**config.mk**
```make
export PLATFORM = sky130hd
export DESIGN_NAME = windower_strided
export DESIGN_NICKNAME = d
export VERILOG_FILES = /design/src/rtl/windower_pkg.sv /design/src/rtl/windower_strided_shreg.sv /design/src/rtl/windower_strided.sv
export SDC_FILE = /design/constraint.sdc
export NUM_CORES = 1
export LEC_CHECK = 0
export ABC_AREA = 1
export BUFFER_PORTS_ARGS = -buffer_cell sky130_fd_sc_hd__buf_4
export CORE_ASPECT_RATIO = 1.75
export CORE_UTILIZATION = 50
export DETAILED_ROUTE_END_ITERATION = 12
export HOLD_SLACK_MARGIN = 0.05
export PLACE_DENSITY = 0.79
export SETUP_SLACK_MARGIN = 0.1
export SKIP_LAST_GASP = 1
export SLEW_MARGIN = 20
export SYNTH_ARGS = -nofsm -noshare
export SYNTH_HDL_FRONTEND = slang
export SYNTH_SLANG_ARGS = --single-unit
```
**constraint.sdc**
```tcl
create_clock -name clk -period 2.3 [get_ports clk]
set_input_delay 0.46 -clock clk [delete_from_list [all_inputs] [get_ports clk]]
set_output_delay 0.46 -clock clk [all_outputs]
set_load 0.02 [all_outputs]
```
**src/rtl/windower_pkg.sv**
```systemverilog
// Shared types and helpers for the strided sliding-window generator.
package windower_pkg;

    typedef enum logic [0:0] {
        RUN   = 1'b0,
        FLUSH = 1'b1
    } state_t;

    // Half-width of an odd window: taps on each side of the centre.
    function automatic int pad_of(input int w);
        return (w - 1) / 2;
    endfunction

    // A tap is live only when the sample it holds belongs to the current
    // image: shift index j minus tap position k must land inside 0..n-1.
    function automatic logic tap_mask(input int j, input int k, input int n);
        return ((j - k) >= 0) && ((j - k) <= (n - 1));
    endfunction

endpackage

```
**src/rtl/windower_strided_shreg.sv**
```systemverilog
// W-deep sample shift register; exposes its post-shift contents so the
// window can be captured in the same cycle as the shift.
module window_shreg #(
    parameter int NO_CH = 2,
    parameter int DEPTH = 3
) (
    input  logic                         clk,
    input  logic                         rst,
    input  logic                         shift_i,
    input  logic                         zero_i,
    input  logic [NO_CH-1:0]             data_i,
    output logic [DEPTH-1:0][NO_CH-1:0]  taps_next_o
);

    logic [DEPTH-1:0][NO_CH-1:0] taps_q;
    logic [DEPTH-1:0][NO_CH-1:0] taps_d;
    // The oldest entry is pushed out on the next shift and never observed.
    logic                        unused_oldest;

    // Contents after one shift: entry 0 takes the new sample (or zero).
    always_comb begin
        taps_d    = taps_q;
        taps_d[0] = zero_i ? '0 : data_i;
        for (int k = 1; k < DEPTH; k++) begin
            taps_d[k] = taps_q[k-1];
        end
    end

    assign taps_next_o   = taps_d;
    assign unused_oldest = ^taps_q[DEPTH-1];

    // Shift register storage, advanced only on shift events.
    always_ff @(posedge clk) begin
        if (rst) begin
            taps_q <= '0;
        end else if (shift_i) begin
            taps_q <= taps_d;
        end
    end

endmodule

```
**src/rtl/windower_strided.sv**
```systemverilog
// Streaming 1-D windower: zero-padded odd windows every STRIDE positions,
// ready/valid on both sides, flush of P zero shifts at each image end.
module windower_strided
    import windower_pkg::*;
#(
    parameter int NO_CH         = 2,
    parameter int LOG2_IMG_SIZE = 10,
    parameter int WINDOW_SIZE   = 3,
    parameter int STRIDE        = 1
) (
    input  logic                               clk,
    input  logic                               rst,
    input  logic                               vld_in,
    output logic                               rdy_in,
    input  logic [NO_CH-1:0]                   data_in,
    output logic                               vld_out,
    input  logic                               rdy_out,
    output logic [WINDOW_SIZE-1:0][NO_CH-1:0]  data_out,
    output logic                               first_out,
    output logic                               last_out
);

    localparam int N  = 1 << LOG2_IMG_SIZE;
    localparam int P  = pad_of(WINDOW_SIZE);
    // j reaches N+P-1 < 2N, so one extra bit over the image index suffices.
    localparam int JW = LOG2_IMG_SIZE + 1;

    state_t                             state_q, state_d;
    logic [JW-1:0]                      j_q, j_d;
    logic                               vld_q, vld_d;
    logic                               first_q, first_d;
    logic                               last_q, last_d;
    logic [WINDOW_SIZE-1:0][NO_CH-1:0]  win_q, win_d;
    logic [WINDOW_SIZE-1:0][NO_CH-1:0]  taps_next;

    logic slot_free;
    logic shift_en;
    logic emit;
    int   j_int;
    int   centre;

    window_shreg #(
        .NO_CH (NO_CH),
        .DEPTH (WINDOW_SIZE)
    ) u_shreg (
        .clk         (clk),
        .rst         (rst),
        .shift_i     (shift_en),
        .zero_i      (state_q == FLUSH),
        .data_i      (data_in),
        .taps_next_o (taps_next)
    );

    // Handshake, shift decision and emit decision for this cycle.
    always_comb begin
        slot_free = !vld_q || rdy_out;
        rdy_in    = (state_q == RUN) && slot_free;
        shift_en  = slot_free && ((state_q == FLUSH) || vld_in);
        j_int     = int'(j_q);
        centre    = j_int - P;
        emit      = shift_en && (j_int >= P) && ((centre % STRIDE) == 0);
    end

    // Next state and shift index: RUN consumes N samples, FLUSH injects P zeros.
    always_comb begin
        state_d = state_q;
        j_d     = j_q;
        if (shift_en) begin
            if (state_q == RUN) begin
                if (j_q == JW'(N - 1)) begin
                    if (P > 0) begin
                        state_d = FLUSH;
                        j_d     = JW'(N);
                    end else begin
                        j_d = '0;
                    end
                end else begin
                    j_d = j_q + JW'(1);
                end
            end else begin
                if (j_q == JW'(N + P - 1)) begin
                    state_d = RUN;
                    j_d     = '0;
                end else begin
                    j_d = j_q + JW'(1);
                end
            end
        end
    end

    // Output slot: capture a masked window on emitting shifts, hold while stalled.
    always_comb begin
        vld_d   = vld_q;
        win_d   = win_q;
        first_d = first_q;
        last_d  = last_q;
        if (slot_free) begin
            vld_d = emit;
            if (emit) begin
                for (int k = 0; k < WINDOW_SIZE; k++) begin
                    win_d[k] = tap_mask(j_int, k, N) ? taps_next[k] : '0;
                end
                first_d = (centre == 0);
                last_d  = (centre == N - STRIDE);
            end
        end
    end

    // Control and output registers.
    always_ff @(posedge clk) begin
        if (rst) begin
            state_q <= RUN;
            j_q     <= '0;
            vld_q   <= 1'b0;
            win_q   <= '0;
            first_q <= 1'b0;
            last_q  <= 1'b0;
        end else begin
            state_q <= state_d;
            j_q     <= j_d;
            vld_q   <= vld_d;
            win_q   <= win_d;
            first_q <= first_d;
            last_q  <= last_d;
        end
    end

    assign vld_out   = vld_q;
    assign data_out  = win_q;
    assign first_out = first_q;
    assign last_out  = last_q;

endmodule

```
==> impl_metrics.toml <==
[outcome]
status = "complete, no violations"

[setup_path]
path_max_fanout = 9
worstPathCellList = "inv_1 > ha_1 > nand2_2 > nor2_2 > a21oi_2 > buf_4 > o21ai_0 > a21oi_1"
crit_family = "compound AO/OA/AOI/OAI gates"
arrival_ns = 2.12
path_buf_inv = 2
crit_type = "register to register"
slowest_stage = "dfxtp_1"
reg2reg_from = "j_q[0]"
r2r_slack_ns = 0.39
cp.required_ns = 2.50
end_kind = "register"
critPathMaxStageDelay_ns = 0.44
reg2reg_depth = 8
worstSetupStartpointType = "register"
r2r_end = "data_out[4]"

[placed_design]
preCtsSetupSlack_ns = 0.400
dp.cells = 287
portBuffers = 15
dp_hpwl_mm = 3.02
gp_routability_congestion = 0.954

[synth]
syn-cell-area_um2 = 1550
netlist.area_leader.share_pct = 32.2
syn_area_per_cell_um2 = 6.29
synth_cells = 247
synth-seq-cells = 25
ys_warn_count = 0
yosysTopAreaCell = "dfxtp_1"
yosysSeqAreaShare_pct = 32.2
netlist-cell-type-count = 25
synth_area_leaders = "dfxtp_1 32%, nand2_1 16%, nor2_1 9.9%"
synth.net_count = 260

[floorplan]
rows = 26
die_area_um2 = 3340
core-area_um2 = 2930
initial_core_util_pct = 53.1
die_w_um = 44.1
die_h_um = 75.8
pin_count = 16

[timing]
drv_slew = 0
hold_viol = 0
worst_pin_slew_ns = 0.564
max-slew-margin-rel_pct = 62.4
finalCritPeriodShare_pct = 83.1
finClkSkew_ns = 0.00532
min_period_ns = 1.91
max_freq_ghz = 0.523
holdWs_ns = 0.424
setup_ws_ns = 0.388
setup_viol = 0
setup_tns_ns = 0
rsz0062_at_grt = "false"

[clock_tree]
post_cts_buffers = 0
cts_buffer_depth = 2
cts_tree = "done"
cts-htree-levels = 1
holdBufCountCts = 0
cts_num_sinks = 25
cts_resized = 0
clk_latency_ns = 0.27
clk_pin_slew_ns = 0.09
ctsRootBufferMaster = "clkbuf_8"
numCtsBuffers = 3

[grt]
grt_pass1_wl_mm = 6.53
grt_max_degree = 14
antenna_found_initial = 0
grt-ovfl-total = 0
grt_usage_pct = 26.5
grt_pass1_vias = 1539

[route]
wl_per_cell_um = 13.3
drt_iter0_markers = 51
viasPerCell = 5.51
via_count = 1604
wirelength_mm = 3.88
dr.pass1.iters = 6
drc = 0
ant_nets = 0

[worst_hold_path]
min_path_type = "primary input to register"
hold_path_depth = 2
min_from = "rst"
whs_endpoint = "vld_out"

[power]
leakagePower_nw = 0.851
power_density_nw_per_um2 = 539
power.total_uw = 931
ir_drop_uv = 554

[finish]
area_growth_pct = 11.0
fin_cells = 291
drive_above_1_share_pct = 12.5
n_antenna_cell = 0
final_nets = 277

[job]
max_cap_violations = 0
==> worst register-to-register path: stages (launching register included) <==
cell	delay [ns]
dfxtp_1	0.44
inv_1	0.13
ha_1	0.29
nand2_2	0.15
nor2_2	0.07
a21oi_2	0.32
buf_4	0.21
o21ai_0	0.08
a21oi_1	0.14
==> routing by layer <==
layer | vias to the layer above | share of wire, % | track usage [%]
met4 | 0 | 6.5 | 20.5
met5 | - | 0 | 0
met3 | 19 | 2.7 | 3.32
li1 | 810 | - | -
met2 | 39 | 52 | 47.1
met1 | 736 | 39 | 27.3
==> where the power goes <==
group / leakage [nW] / internal, mW / switching (mW) / total (mW)
sequential: 0.204 / 0.453 / 0.0145 / 0.467
combinational: 0.625 / 0.0722 / 0.130 / 0.203
clock: 0.0228 / 0.124 / 0.137 / 0.261
==> sequential cells by signal (all words and copies together), names as in the netlist <==
signal,count
vld_out,1
first_out,1
state_q,1
u_shreg.taps_next_o,4
data_out,6
last_out,1
j_q,11
==> Yosys cell counts <==
master	number
buf_6	2
o21ai_0	11
nand3_1	14
nand2_1	68
nand2_4	1
xor2_1	4
nor2_2	4
o21ai_1	5
buf_2	2
nand3b_1	1
a31oi_1	2
inv_1	29
nand4_1	4
inv_2	2
o21ai_2	1
a21oi_2	1
dfxtp_1	25
nor2_1	41
nand2_2	2
buf_1	1
nor3_1	4
a21oi_1	14
ha_1	7
or2_2	1
nor2_4	1
==> worst max-delay path by stage <==
stage / startpoint / end / slack [ns] / depth (start not counted)
after floorplan: j_q[0] / data_out[2] / 0.75 / 8
final: j_q[0] / data_out[4] / 0.39 / 8
after CTS: j_q[0] / data_out[4] / 0.39 / 8
after global routing: j_q[1] / first_out / 0.14 / 12
after detailed placement: j_q[0] / data_out[4] / 0.40 / 8
after global placement: j_q[0] / data_out[4] / 0.49 / 8
==> stage by stage <==
step / utilization [%] / instance area (um^2)
after floorplan: - / 1550
after global placement: 57.4 / 1680
after detailed placement: 57.4 / 1680
after CTS: 58.9 / 1730
after global routing: 58.9 / 1730
final: 58.9 / 1730
==> cells in the final DEF (no fill, tap or decap), types with 2 or more instances in the layout <==
cell type,netlist,final
o21ai_0,11,11
nor3_1,4,4
buf_4,0,17
a21oi_1,14,14
nand2_2,2,2
inv_2,2,2
nor2_2,4,4
nor2_1,41,41
nand2_1,68,68
dfxtp_1,25,25
a31oi_1,2,2
clkbuf_8,0,3
o21ai_1,5,5
xor2_1,4,4
ha_1,7,7
inv_1,29,29
nand3_1,14,14
nand4_1,4,4
==> logic make-up after synthesis <==
logic type | after synthesis | synth area share, %
flops | 25 | 32.2
buf+inv | 36 | 9.82
xor+xnor | 4 | 2.25
compound gates | 34 | 11.6
fa+ha+maj | 7 | 5.64
simple gates | 141 | 38.5
==> final cells by class <==
cell class	instances	area (um^2)
tap	28	35.0
inverter	31	116
sequential	25	500
fill	274	1200
timing repair buffer	17	128
clock buffer	4	45.0
multi-input combinational	186	901
(Power assumes the default switching activity.)
